<file path="src/rtl/ahb_master_arbiter_if.sv">
// Bus bundle for the two-master AHB arbiter: both master ports, the shared slave port and the owner tag.
// The arbiter connects through the slave modport and the bus masters/slave model through the master modport.
interface ahb_master_arbiter_if #(
    parameter int ADDR_W = 32
);
    logic [ADDR_W-1:0] HADDR_M0, HADDR_M1;
    logic [1:0]        HTRANS_M0, HTRANS_M1;
    logic              HWRITE_M0, HWRITE_M1;
    logic [2:0]        HSIZE_M0, HSIZE_M1;
    logic [31:0]       HWDATA_M0, HWDATA_M1;
    logic [31:0]       HRDATA_M0, HRDATA_M1;
    logic              HREADY_M0, HREADY_M1;

    logic              HSEL_S;
    logic [ADDR_W-1:0] HADDR_S;
    logic [1:0]        HTRANS_S;
    logic              HWRITE_S;
    logic [2:0]        HSIZE_S;
    logic [31:0]       HWDATA_S;
    logic              HREADY_S;
    logic [31:0]       HRDATA_S;
    logic              HREADYOUT_S;

    logic [1:0]        OWNER;

    modport slave (
        input  HADDR_M0, HADDR_M1, HTRANS_M0, HTRANS_M1, HWRITE_M0, HWRITE_M1,
               HSIZE_M0, HSIZE_M1, HWDATA_M0, HWDATA_M1, HRDATA_S, HREADYOUT_S,
        output HRDATA_M0, HRDATA_M1, HREADY_M0, HREADY_M1, HSEL_S, HADDR_S,
               HTRANS_S, HWRITE_S, HSIZE_S, HWDATA_S, HREADY_S, OWNER
    );

    modport master (
        output HADDR_M0, HADDR_M1, HTRANS_M0, HTRANS_M1, HWRITE_M0, HWRITE_M1,
               HSIZE_M0, HSIZE_M1, HWDATA_M0, HWDATA_M1, HRDATA_S, HREADYOUT_S,
        input  HRDATA_M0, HRDATA_M1, HREADY_M0, HREADY_M1, HSEL_S, HADDR_S,
               HTRANS_S, HWRITE_S, HSIZE_S, HWDATA_S, HREADY_S, OWNER
    );
endinterface

</file>
<file path="src/rtl/ahb_master_arbiter.sv">
// Two-master to one-slave AHB arbiter: a losing or stalled address phase is parked in a
// one-entry holding register and replayed when granted; grants alternate (or favour M1).
module ahb_master_arbiter #(
    parameter bit FIXED_PRIO = 1'b0,
    parameter int ADDR_W     = 32
) (
    input  logic               HCLK,
    input  logic               HRESETn,
    ahb_master_arbiter_if.slave bus
);
    typedef enum logic [1:0] {
        SEL_NONE = 2'b00,
        SEL_M0   = 2'b01,
        SEL_M1   = 2'b10
    } sel_e;

    localparam logic [1:0] HTRANS_IDLE   = 2'b00;
    localparam logic [1:0] HTRANS_NONSEQ = 2'b10;

    sel_e              r_owner, r_last, r_gnt_q, w_gnt;
    logic              r_wait;
    logic              r_pend0, r_pend1;
    logic [ADDR_W-1:0] r_addr0, r_addr1;
    logic              r_write0, r_write1;
    logic [2:0]        r_size0, r_size1;

    logic w_rdy0, w_rdy1, w_live0, w_live1, w_req0, w_req1, w_adv;
    wire  w_unused = ^{bus.HTRANS_M0[0], bus.HTRANS_M1[0]};

    assign w_adv   = bus.HREADYOUT_S;
    assign w_rdy0  = (r_owner == SEL_M0) ? bus.HREADYOUT_S : ~r_pend0;
    assign w_rdy1  = (r_owner == SEL_M1) ? bus.HREADYOUT_S : ~r_pend1;
    assign w_live0 = w_rdy0 & bus.HTRANS_M0[1];
    assign w_live1 = w_rdy1 & bus.HTRANS_M1[1];
    // Gating with HRESETn keeps the slave idle even if a master drives NONSEQ during reset.
    assign w_req0  = HRESETn & (r_pend0 | w_live0);
    assign w_req1  = HRESETn & (r_pend1 | w_live1);

    // A grant made in a waited cycle was parked, so it is replayed unchanged until the slave is ready.
    always_comb begin
        // NOTE: every combinational output gets a default first so no path can infer a latch.
        w_gnt = SEL_NONE;
        if (r_wait && (r_gnt_q != SEL_NONE))
            w_gnt = r_gnt_q;
        else if (w_req0 && w_req1)
            w_gnt = (FIXED_PRIO || (r_last == SEL_M0)) ? SEL_M1 : SEL_M0;
        else if (w_req0)
            w_gnt = SEL_M0;
        else if (w_req1)
            w_gnt = SEL_M1;
    end

    always_comb begin
        bus.HSEL_S   = 1'b0;
        bus.HTRANS_S = HTRANS_IDLE;
        bus.HADDR_S  = '0;
        bus.HWRITE_S = 1'b0;
        bus.HSIZE_S  = 3'b000;
        unique case (w_gnt)
            SEL_M0: begin
                bus.HSEL_S   = 1'b1;
                bus.HTRANS_S = HTRANS_NONSEQ;
                bus.HADDR_S  = r_pend0 ? r_addr0  : bus.HADDR_M0;
                bus.HWRITE_S = r_pend0 ? r_write0 : bus.HWRITE_M0;
                bus.HSIZE_S  = r_pend0 ? r_size0  : bus.HSIZE_M0;
            end
            SEL_M1: begin
                bus.HSEL_S   = 1'b1;
                bus.HTRANS_S = HTRANS_NONSEQ;
                bus.HADDR_S  = r_pend1 ? r_addr1  : bus.HADDR_M1;
                bus.HWRITE_S = r_pend1 ? r_write1 : bus.HWRITE_M1;
                bus.HSIZE_S  = r_pend1 ? r_size1  : bus.HSIZE_M1;
            end
            default: ;
        endcase
    end

    always_comb begin
        bus.HWDATA_S = 32'h0;
        unique case (r_owner)
            SEL_M0:  bus.HWDATA_S = bus.HWDATA_M0;
            SEL_M1:  bus.HWDATA_S = bus.HWDATA_M1;
            default: ;
        endcase
    end

    assign bus.HREADY_M0 = w_rdy0;
    assign bus.HREADY_M1 = w_rdy1;
    assign bus.HRDATA_M0 = bus.HRDATA_S;
    assign bus.HRDATA_M1 = bus.HRDATA_S;
    assign bus.HREADY_S  = bus.HREADYOUT_S;
    assign bus.OWNER     = r_owner;

    // A live phase seen by its master as accepted, but not taken by the slave, is parked.
    always_ff @(posedge HCLK or negedge HRESETn) begin
        if (!HRESETn) begin
            r_owner  <= SEL_NONE;
            r_last   <= SEL_M1;
            r_gnt_q  <= SEL_NONE;
            r_wait   <= 1'b0;
            r_pend0  <= 1'b0;
            r_pend1  <= 1'b0;
            r_addr0  <= '0;
            r_addr1  <= '0;
            r_write0 <= 1'b0;
            r_write1 <= 1'b0;
            r_size0  <= 3'b000;
            r_size1  <= 3'b000;
        end else begin
            // NOTE: non-blocking assignments so every flop samples pre-edge values of the others.
            r_gnt_q <= w_gnt;
            r_wait  <= ~w_adv;
            if (w_adv) begin
                r_owner <= w_gnt;
                if (w_gnt != SEL_NONE)
                    r_last <= w_gnt;
            end

            if (w_adv && (w_gnt == SEL_M0)) begin
                r_pend0 <= 1'b0;
            end else if (w_live0 && !r_pend0) begin
                r_pend0  <= 1'b1;
                r_addr0  <= bus.HADDR_M0;
                r_write0 <= bus.HWRITE_M0;
                r_size0  <= bus.HSIZE_M0;
            end

            if (w_adv && (w_gnt == SEL_M1)) begin
                r_pend1 <= 1'b0;
            end else if (w_live1 && !r_pend1) begin
                r_pend1  <= 1'b1;
                r_addr1  <= bus.HADDR_M1;
                r_write1 <= bus.HWRITE_M1;
                r_size1  <= bus.HSIZE_M1;
            end
        end
    end
endmodule
</file>
<file path="src/flat_wrapper.sv">
// flat-port wrapper written by rule: the top's interface ports become plain ports
module ahb_master_arbiter_flat 
#(
    parameter bit FIXED_PRIO = 1'b0,
    parameter int ADDR_W     = 32
)
  (HCLK, HRESETn, bus_HADDR_M0, bus_HADDR_M1, bus_HTRANS_M0, bus_HTRANS_M1, bus_HWRITE_M0, bus_HWRITE_M1, bus_HSIZE_M0, bus_HSIZE_M1, bus_HWDATA_M0, bus_HWDATA_M1, bus_HRDATA_S, bus_HREADYOUT_S, bus_HRDATA_M0, bus_HRDATA_M1, bus_HREADY_M0, bus_HREADY_M1, bus_HSEL_S, bus_HADDR_S, bus_HTRANS_S, bus_HWRITE_S, bus_HSIZE_S, bus_HWDATA_S, bus_HREADY_S, bus_OWNER);
  ahb_master_arbiter_if #(.ADDR_W(ADDR_W)) bus_i ();
  input  logic HCLK;
  input  logic HRESETn;
  input wire logic [$bits(bus_i.HADDR_M0)-1:0] bus_HADDR_M0;
  input wire logic [$bits(bus_i.HADDR_M1)-1:0] bus_HADDR_M1;
  input wire logic [$bits(bus_i.HTRANS_M0)-1:0] bus_HTRANS_M0;
  input wire logic [$bits(bus_i.HTRANS_M1)-1:0] bus_HTRANS_M1;
  input wire logic [$bits(bus_i.HWRITE_M0)-1:0] bus_HWRITE_M0;
  input wire logic [$bits(bus_i.HWRITE_M1)-1:0] bus_HWRITE_M1;
  input wire logic [$bits(bus_i.HSIZE_M0)-1:0] bus_HSIZE_M0;
  input wire logic [$bits(bus_i.HSIZE_M1)-1:0] bus_HSIZE_M1;
  input wire logic [$bits(bus_i.HWDATA_M0)-1:0] bus_HWDATA_M0;
  input wire logic [$bits(bus_i.HWDATA_M1)-1:0] bus_HWDATA_M1;
  input wire logic [$bits(bus_i.HRDATA_S)-1:0] bus_HRDATA_S;
  input wire logic [$bits(bus_i.HREADYOUT_S)-1:0] bus_HREADYOUT_S;
  output wire logic [$bits(bus_i.HRDATA_M0)-1:0] bus_HRDATA_M0;
  output wire logic [$bits(bus_i.HRDATA_M1)-1:0] bus_HRDATA_M1;
  output wire logic [$bits(bus_i.HREADY_M0)-1:0] bus_HREADY_M0;
  output wire logic [$bits(bus_i.HREADY_M1)-1:0] bus_HREADY_M1;
  output wire logic [$bits(bus_i.HSEL_S)-1:0] bus_HSEL_S;
  output wire logic [$bits(bus_i.HADDR_S)-1:0] bus_HADDR_S;
  output wire logic [$bits(bus_i.HTRANS_S)-1:0] bus_HTRANS_S;
  output wire logic [$bits(bus_i.HWRITE_S)-1:0] bus_HWRITE_S;
  output wire logic [$bits(bus_i.HSIZE_S)-1:0] bus_HSIZE_S;
  output wire logic [$bits(bus_i.HWDATA_S)-1:0] bus_HWDATA_S;
  output wire logic [$bits(bus_i.HREADY_S)-1:0] bus_HREADY_S;
  output wire logic [$bits(bus_i.OWNER)-1:0] bus_OWNER;
  assign bus_i.HADDR_M0 = bus_HADDR_M0;
  assign bus_i.HADDR_M1 = bus_HADDR_M1;
  assign bus_i.HTRANS_M0 = bus_HTRANS_M0;
  assign bus_i.HTRANS_M1 = bus_HTRANS_M1;
  assign bus_i.HWRITE_M0 = bus_HWRITE_M0;
  assign bus_i.HWRITE_M1 = bus_HWRITE_M1;
  assign bus_i.HSIZE_M0 = bus_HSIZE_M0;
  assign bus_i.HSIZE_M1 = bus_HSIZE_M1;
  assign bus_i.HWDATA_M0 = bus_HWDATA_M0;
  assign bus_i.HWDATA_M1 = bus_HWDATA_M1;
  assign bus_i.HRDATA_S = bus_HRDATA_S;
  assign bus_i.HREADYOUT_S = bus_HREADYOUT_S;
  assign bus_HRDATA_M0 = bus_i.HRDATA_M0;
  assign bus_HRDATA_M1 = bus_i.HRDATA_M1;
  assign bus_HREADY_M0 = bus_i.HREADY_M0;
  assign bus_HREADY_M1 = bus_i.HREADY_M1;
  assign bus_HSEL_S = bus_i.HSEL_S;
  assign bus_HADDR_S = bus_i.HADDR_S;
  assign bus_HTRANS_S = bus_i.HTRANS_S;
  assign bus_HWRITE_S = bus_i.HWRITE_S;
  assign bus_HSIZE_S = bus_i.HSIZE_S;
  assign bus_HWDATA_S = bus_i.HWDATA_S;
  assign bus_HREADY_S = bus_i.HREADY_S;
  assign bus_OWNER = bus_i.OWNER;
  ahb_master_arbiter #(.FIXED_PRIO(FIXED_PRIO), .ADDR_W(ADDR_W)) u_core (.HCLK(HCLK), .HRESETn(HRESETn), .bus(bus_i));
endmodule
</file>
<file path="config.mk">
export PLATFORM = sky130hd
export DESIGN_NAME = ahb_master_arbiter_flat
export DESIGN_NICKNAME = d
export VERILOG_FILES = /design/src/rtl/ahb_master_arbiter_if.sv /design/src/rtl/ahb_master_arbiter.sv /design/src/flat_wrapper.sv
export SDC_FILE = /design/constraint.sdc
export NUM_CORES = 1
export LEC_CHECK = 0
export BUFFER_PORTS_ARGS = -buffer_cell sky130_fd_sc_hd__buf_2
export CORE_MARGIN = 5
export CORE_UTILIZATION = 48
export CTS_CLUSTER_DIAMETER = 100
export DETAILED_ROUTE_END_ITERATION = 10
export HOLD_SLACK_MARGIN = 0.06
export PLACE_DENSITY = 0.85
export SLEW_MARGIN = 25
export SYNTH_ARGS = -nofsm -noshare
export SYNTH_HDL_FRONTEND = slang
export SYNTH_SLANG_ARGS = --single-unit
export TNS_END_PERCENT = 50
</file>
<file path="constraint.sdc">
create_clock -name HCLK -period 3.3 [get_ports HCLK]
set_input_delay 0.33 -clock HCLK [delete_from_list [all_inputs] [get_ports HCLK]]
set_output_delay 0.33 -clock HCLK [all_outputs]
set_load 0.05 [all_outputs]
</file>
After elaboration in Yosys (flattened, before gate mapping):

Index checks and enable logic that the tools add are counted.

* flip-flop bits (word level): 81
* bits of input ports: 175
* output and inout bits: 140
* word-level logic and storage cells: 67

* eq/ne operators: 5
* mux-type cells: 23
* bitwise operators: 11
* reduce and logical (&&, ||, !) cells: 16

Operators with widths (number)
* case mux 32 bit (2 select lines): 2
* 2-to-1 mux 32 bit: 2
* 2-to-1 mux 2 bit: 6
* 2-to-1 mux 1 bit: 9
* nonzero test 2 bit: 4
* equality test 2 x 1 -> 1 bit (second input constant): 3
* logical AND 1 bit: 6
* 2-to-1 mux 3 bit: 2
* case mux 3 bit (2 select lines): 1
* AND reduction 2 bit: 3
* NOT 1 bit: 5
* AND 1 bit: 4
* equality test 2 bit (second input constant): 2
* logical NOT 1 bit: 2
* bitwise OR 1 bit: 2
* case mux 1 bit (2 select lines): 1
* OR reduction 2 bit: 1

Logic depth before layout (Yosys ltp):

* word-level depth: 13
* mapped depth: 11
* depth with buffers taken out: 7

Worst setup path after synthesis:

Ideal clock, no wire load.

* path kind: reg-to-output
* from: reg u_core.r_owner[0], in the netlist u_core.bus.OWNER[0]
* to: out bus_HADDR_S[24]
* arrival: 2.998 ns
* required time: 2.970 ns
* path slack: -0.028 ns
* cell stages (with the launch flop): 10
* path buffers: 3
* path through: dfrtp_1 ha_1 clkbuf_1 nand2b_1 a21oi_2 a211o_1 buf_2 o211ai_2 clkbuf_1 o22ai_1

* cells in the longest elaborated chain, start to end: 11
* elaborated cells between the ends (all ways): 18
* those cells by class: eq/ne: 4; mux: 7; bitwise: 6; reduce/logical: 1

Ends and longest elaborated chain
* from (decl): line ahb_master_arbiter.sv:20 `sel_e r_owner, r_last, r_gnt_q, w_gnt;`
* from (signal assigned): line ahb_master_arbiter.sv:114 `r_owner <= w_gnt;`
* equality test 2 bit: line ahb_master_arbiter.sv:32 `assign w_rdy1 = (r_owner == SEL_M1) ? bus.HREADYOUT_S : ~r_pend1;`
* 2-to-1 mux 1 bit: line ahb_master_arbiter.sv:32
* AND 1 bit: line ahb_master_arbiter.sv:34 `assign w_live1 = w_rdy1 & bus.HTRANS_M1[1];`
* bitwise OR 1 bit: line ahb_master_arbiter.sv:37 `assign w_req1 = HRESETn & (r_pend1 | w_live1);`
* AND 1 bit: line ahb_master_arbiter.sv:37
* 2-to-1 mux 2 bit: line ahb_master_arbiter.sv:49 `else if (w_req1)`
* 2-to-1 mux 2 bit: line ahb_master_arbiter.sv:47 `else if (w_req0)`
* 2-to-1 mux 2 bit (*): line ahb_master_arbiter.sv:45 `else if (w_req0 && w_req1)`
* 2-to-1 mux 2 bit (*): line ahb_master_arbiter.sv:43 `if (r_wait && (r_gnt_q != SEL_NONE))`
* equality test 2 bit or equality test 2 x 1 -> 1 bit (tied branches): line ahb_master_arbiter.sv:59 `unique case (w_gnt)`
* case mux 32 bit (2 select lines) (*): line ahb_master_arbiter.sv:59
* to (decl): line flat_wrapper.sv:28 `output wire logic [$bits(bus_i.HADDR_S)-1:0] bus_HADDR_S;`

Mark *: on every way between the ends. The rest lies on a longest branch, timed or not.

Worst setup path after layout:

* from: reg u_core.r_owner[1], in the netlist u_core.bus.OWNER[1]
* to: out bus_HSIZE_S[1]

* cells in the longest elaborated chain, start to end: 11
* elaborated cells between the ends (all ways): 18
* those cells by class: eq/ne: 4; mux: 7; bitwise: 6; reduce/logical: 1

Ends and longest elaborated chain
* equality test 2 bit: line ahb_master_arbiter.sv:32
* 2-to-1 mux 1 bit: line ahb_master_arbiter.sv:32
* AND 1 bit: line ahb_master_arbiter.sv:34
* bitwise OR 1 bit: line ahb_master_arbiter.sv:37
* AND 1 bit: line ahb_master_arbiter.sv:37
* 2-to-1 mux 2 bit: line ahb_master_arbiter.sv:49
* 2-to-1 mux 2 bit: line ahb_master_arbiter.sv:47
* 2-to-1 mux 2 bit (*): line ahb_master_arbiter.sv:45
* 2-to-1 mux 2 bit (*): line ahb_master_arbiter.sv:43
* equality test 2 bit or equality test 2 x 1 -> 1 bit (tied branches): line ahb_master_arbiter.sv:59
* case mux 3 bit (2 select lines) (*): line ahb_master_arbiter.sv:59
* to (decl): line flat_wrapper.sv:31 `output wire logic [$bits(bus_i.HSIZE_S)-1:0] bus_HSIZE_S;`

Marks and branches as above.

==> flow_summary.ini <==
[cells_and_area]
post-route-util_pct = 56.4
fin_cells = 1094
synthToLayoutAreaGrowth_pct = 14.7
drive_gt1_share_pct = 33.0
fin_nets = 1085
fillerInstances = 1296

[power_and_ir_drop]
p_per_area_nw_per_um2 = 1190
p_clk_share_pct = 11.5
p_leak_uw = 0.00390
power.share.combinational_pct = 68.1
switching_share_pct = 56.1
power_uw = 9370
ir_drop_v = 0.000765
power.internal_uw = 4110
seqPwrFrac_pct = 20.4
p_switching_uw = 5260

[die]
dieArea_um2 = 16800
core-area_um2 = 13900
std_cell_rows = 43
fp.dieW_um = 129
fp.dieH_um = 129
initial_core_util_pct = 49.2
io_pins = 315

[yosys]
synth_top_area_cell = dfrtp_1
synth_xor_xnor_area_share_pct = 0
synth_compound_area_share_pct = 31.4
synthArstFlopShare_pct = 100
synth_top_family_by_area = compound AO/OA/AOI/OAI gates
synthTopCellsByArea = dfrtp_1 (29%), nand2_1 (12%), a2111o_1 (12%), mux2i_1 (11%), buf_4 (7.3%)
ys_ff_latch = 81
netlist_instances = 810
yosysWarnings = 0
syn-cell-area_um2 = 6850
synth-simple-area-share_pct = 14.9
seq_area_frac_synth_pct = 29.6
synth-edff-count = 0
ys_types = 35
synthTopCellsByCount = nand2_1 (224), dfrtp_1 (80), mux2i_1 (74)
muxShareOfSynthArea_pct = 10.8
synth_ff_type = dfrtp_1
syn_nets = 987
netlist.area_leader.share_pct = 29.2
yosysMostFrequentCell = nand2_1
syn_area_per_cell_um2 = 8.46
synth_fa_ha_area_share_pct = 0.365

[setup_path]
crit_path_max_fanout = 23
end_kind = primary output
worstSetupPathType = register to primary output
critPathMaxStageDelay_ps = 500
cp_num_buf_inv = 3
worstPathArrival_ps = 2810
startpoint_type = register
required_ps = 2970
path_cells = inv_1 -> ha_1 -> nand2b_1 -> a21oi_2 -> o2111a_2 -> o211ai_4 -> buf_4 -> o22ai_1 -> buf_2
cpMaxStageDelayCell = o2111a_2
critPathTopFamily = compound AO/OA/AOI/OAI gates

[routing]
vias = 6776
first_pass_iters = 5
ant_nets = 0
wl_um = 23100
via_per_inst = 6.19
first_iter_violations = 529
drc = 0
routedWlPerCell_um = 21.2

[place]
gp_congestion = 0.797
place_inst = 1076
dp_hpwl_um = 15900
port_buffers = 215

[grt]
grt_max_degree = 76
grt_antenna_before_repair = 3
grt-ovfl-total = 0
grt_pass1_vias = 6652
grt_pass1_wl_um = 35300
track_usage_pct = 26.8

[timing]
max_slew_margin_pct = 34.8
fin_hold_ws_ps = 247
setup_viol = 0
period_share_pct = 95.1
hold_viol = 0
skew_ps = 8.65
rsz0062_at_grt = false
drv_slew = 0
setup_tns_ps = 0
period_minus_slack_ps = 3140
max_slew.worst_pin.slew_ps = 976
fmax_ghz = 0.319

[flow_run]
cap_violations = 0

[clocking]
path_clk_slew_ps = 60
clkSinkCount = 81
cts_made_buffers = 9
cts_tree = yes
ctsLongestPathBuffers = 2
post_cts_buffers = 0
clock_latency_ps = 350
root_buffer = clkbuf_16
h-tree-depth = 3

[min_path]
min_path_type = input port to register

[outcome]
outcome = completed
state kept, by name (all words and copies together), names as in the netlist, 2 cells and up:
name              flops
u_core.bus.OWNER      2
u_core.r_addr0       32
u_core.r_addr1       32
u_core.r_gnt_q        2
u_core.r_last         2
u_core.r_size0        3
u_core.r_size1        3
power by group through the flow:
stage          clock [uW]  sequential [uW]  combinational, uW
2_1_floorplan           0             1850               5110
6_report             1080             1910               6380
3_3_place_gp            0             1880               6260
5_1_grt              1130             1960               6830
4_1_cts              1090             1900               6390
3_5_place_dp            0             1910               6360
stage by stage:
| stage | instance area (um2) | setup slack [ps] |
|---|---|---|
| final | 7860 | 161 |
| after global routing | 7860 | 16.3 |
| after CTS | 7850 | 151 |
| after detailed placement | 7530 | 523 |
| after global placement | 7530 | 573 |
| after floorplan | 6850 | -28.5 |
final timing paths:
path	startpoint	to	slack (ps)	cells after the start
worst max-delay path	u_core.bus.OWNER[1]	bus_HSIZE_S[1]	160	9
max in group asynchronous	HRESETn	u_core.r_addr1[8]	1930	3
min in group asynchronous	HRESETn	u_core.r_pend0	440	2
worst min register to register	u_core.r_last[0]	u_core.r_last[0]	500	1
worst max register to register	u_core.bus.OWNER[0]	u_core.r_addr0[22]	640	9
worst min-delay path	bus_HADDR_M1[28]	u_core.r_addr1[28]	250	3
layout make-up:
class / instances / area (um2) / share of cell area, %
Multi-Input combinational cell: 573 / 4000 / 50.9
Tap cell: 180 / 225 / 2.87
Sequential cell: 81 / 2030 / 25.8
Inverter: 3 / 11.3 / 0.143
Antenna cell: 1 / 2.50 / 0.0318
Clock inverter: 5 / 80.1 / 1.02
Clock buffer: 11 / 233 / 2.96
Timing Repair Buffer: 240 / 1270 / 16.2
worst min-delay path, stage by stage:
cell	delay, ps
buf_2	100
nand2_1	50
o211ai_1	70
cell families (layout without fill, tap and decap cells):
logic type	after synthesis	after routing
AND/OR/NAND/NOR	266	266
AO/OA/AOI/OAI	230	230
buffers and inverters	156	259
flip-flops	81	81
multiplexers	74	74
adder cells (fa/ha/maj)	2	2
other	1	2
per-layer routing:
layer / vias to the layer above / wire length, um / global-route usage [%]
met4: 6 / 746 / 11.4
met2: 340 / 11500 / 45.4
met3: 76 / 1980 / 6.14
li1: 3102 / - / -
met5: - / 40 / 0
met1: 3252 / 8840 / 32.8
repair_timing:
| action | in CTS | in global routing |
|---|---|---|
| hold buffers | 1 | 0 |
| resized for setup | 0 | 0 |
| endpoints found under the hold margin | 6 | 0 |
placed cells by master, fill, tap and decap left out, types with 4 or more instances in the layout:
master	instances
nand2_1	222
o211ai_1	44
dfrtp_1	78
a22oi_1	32
mux2i_1	74
clkbuf_16	9
buf_2	214
o22ai_1	36
nor2_1	33
a2111o_1	72
o21ai_0	4
buf_4	24
o211ai_2	28
(Power assumes the default switching activity.)
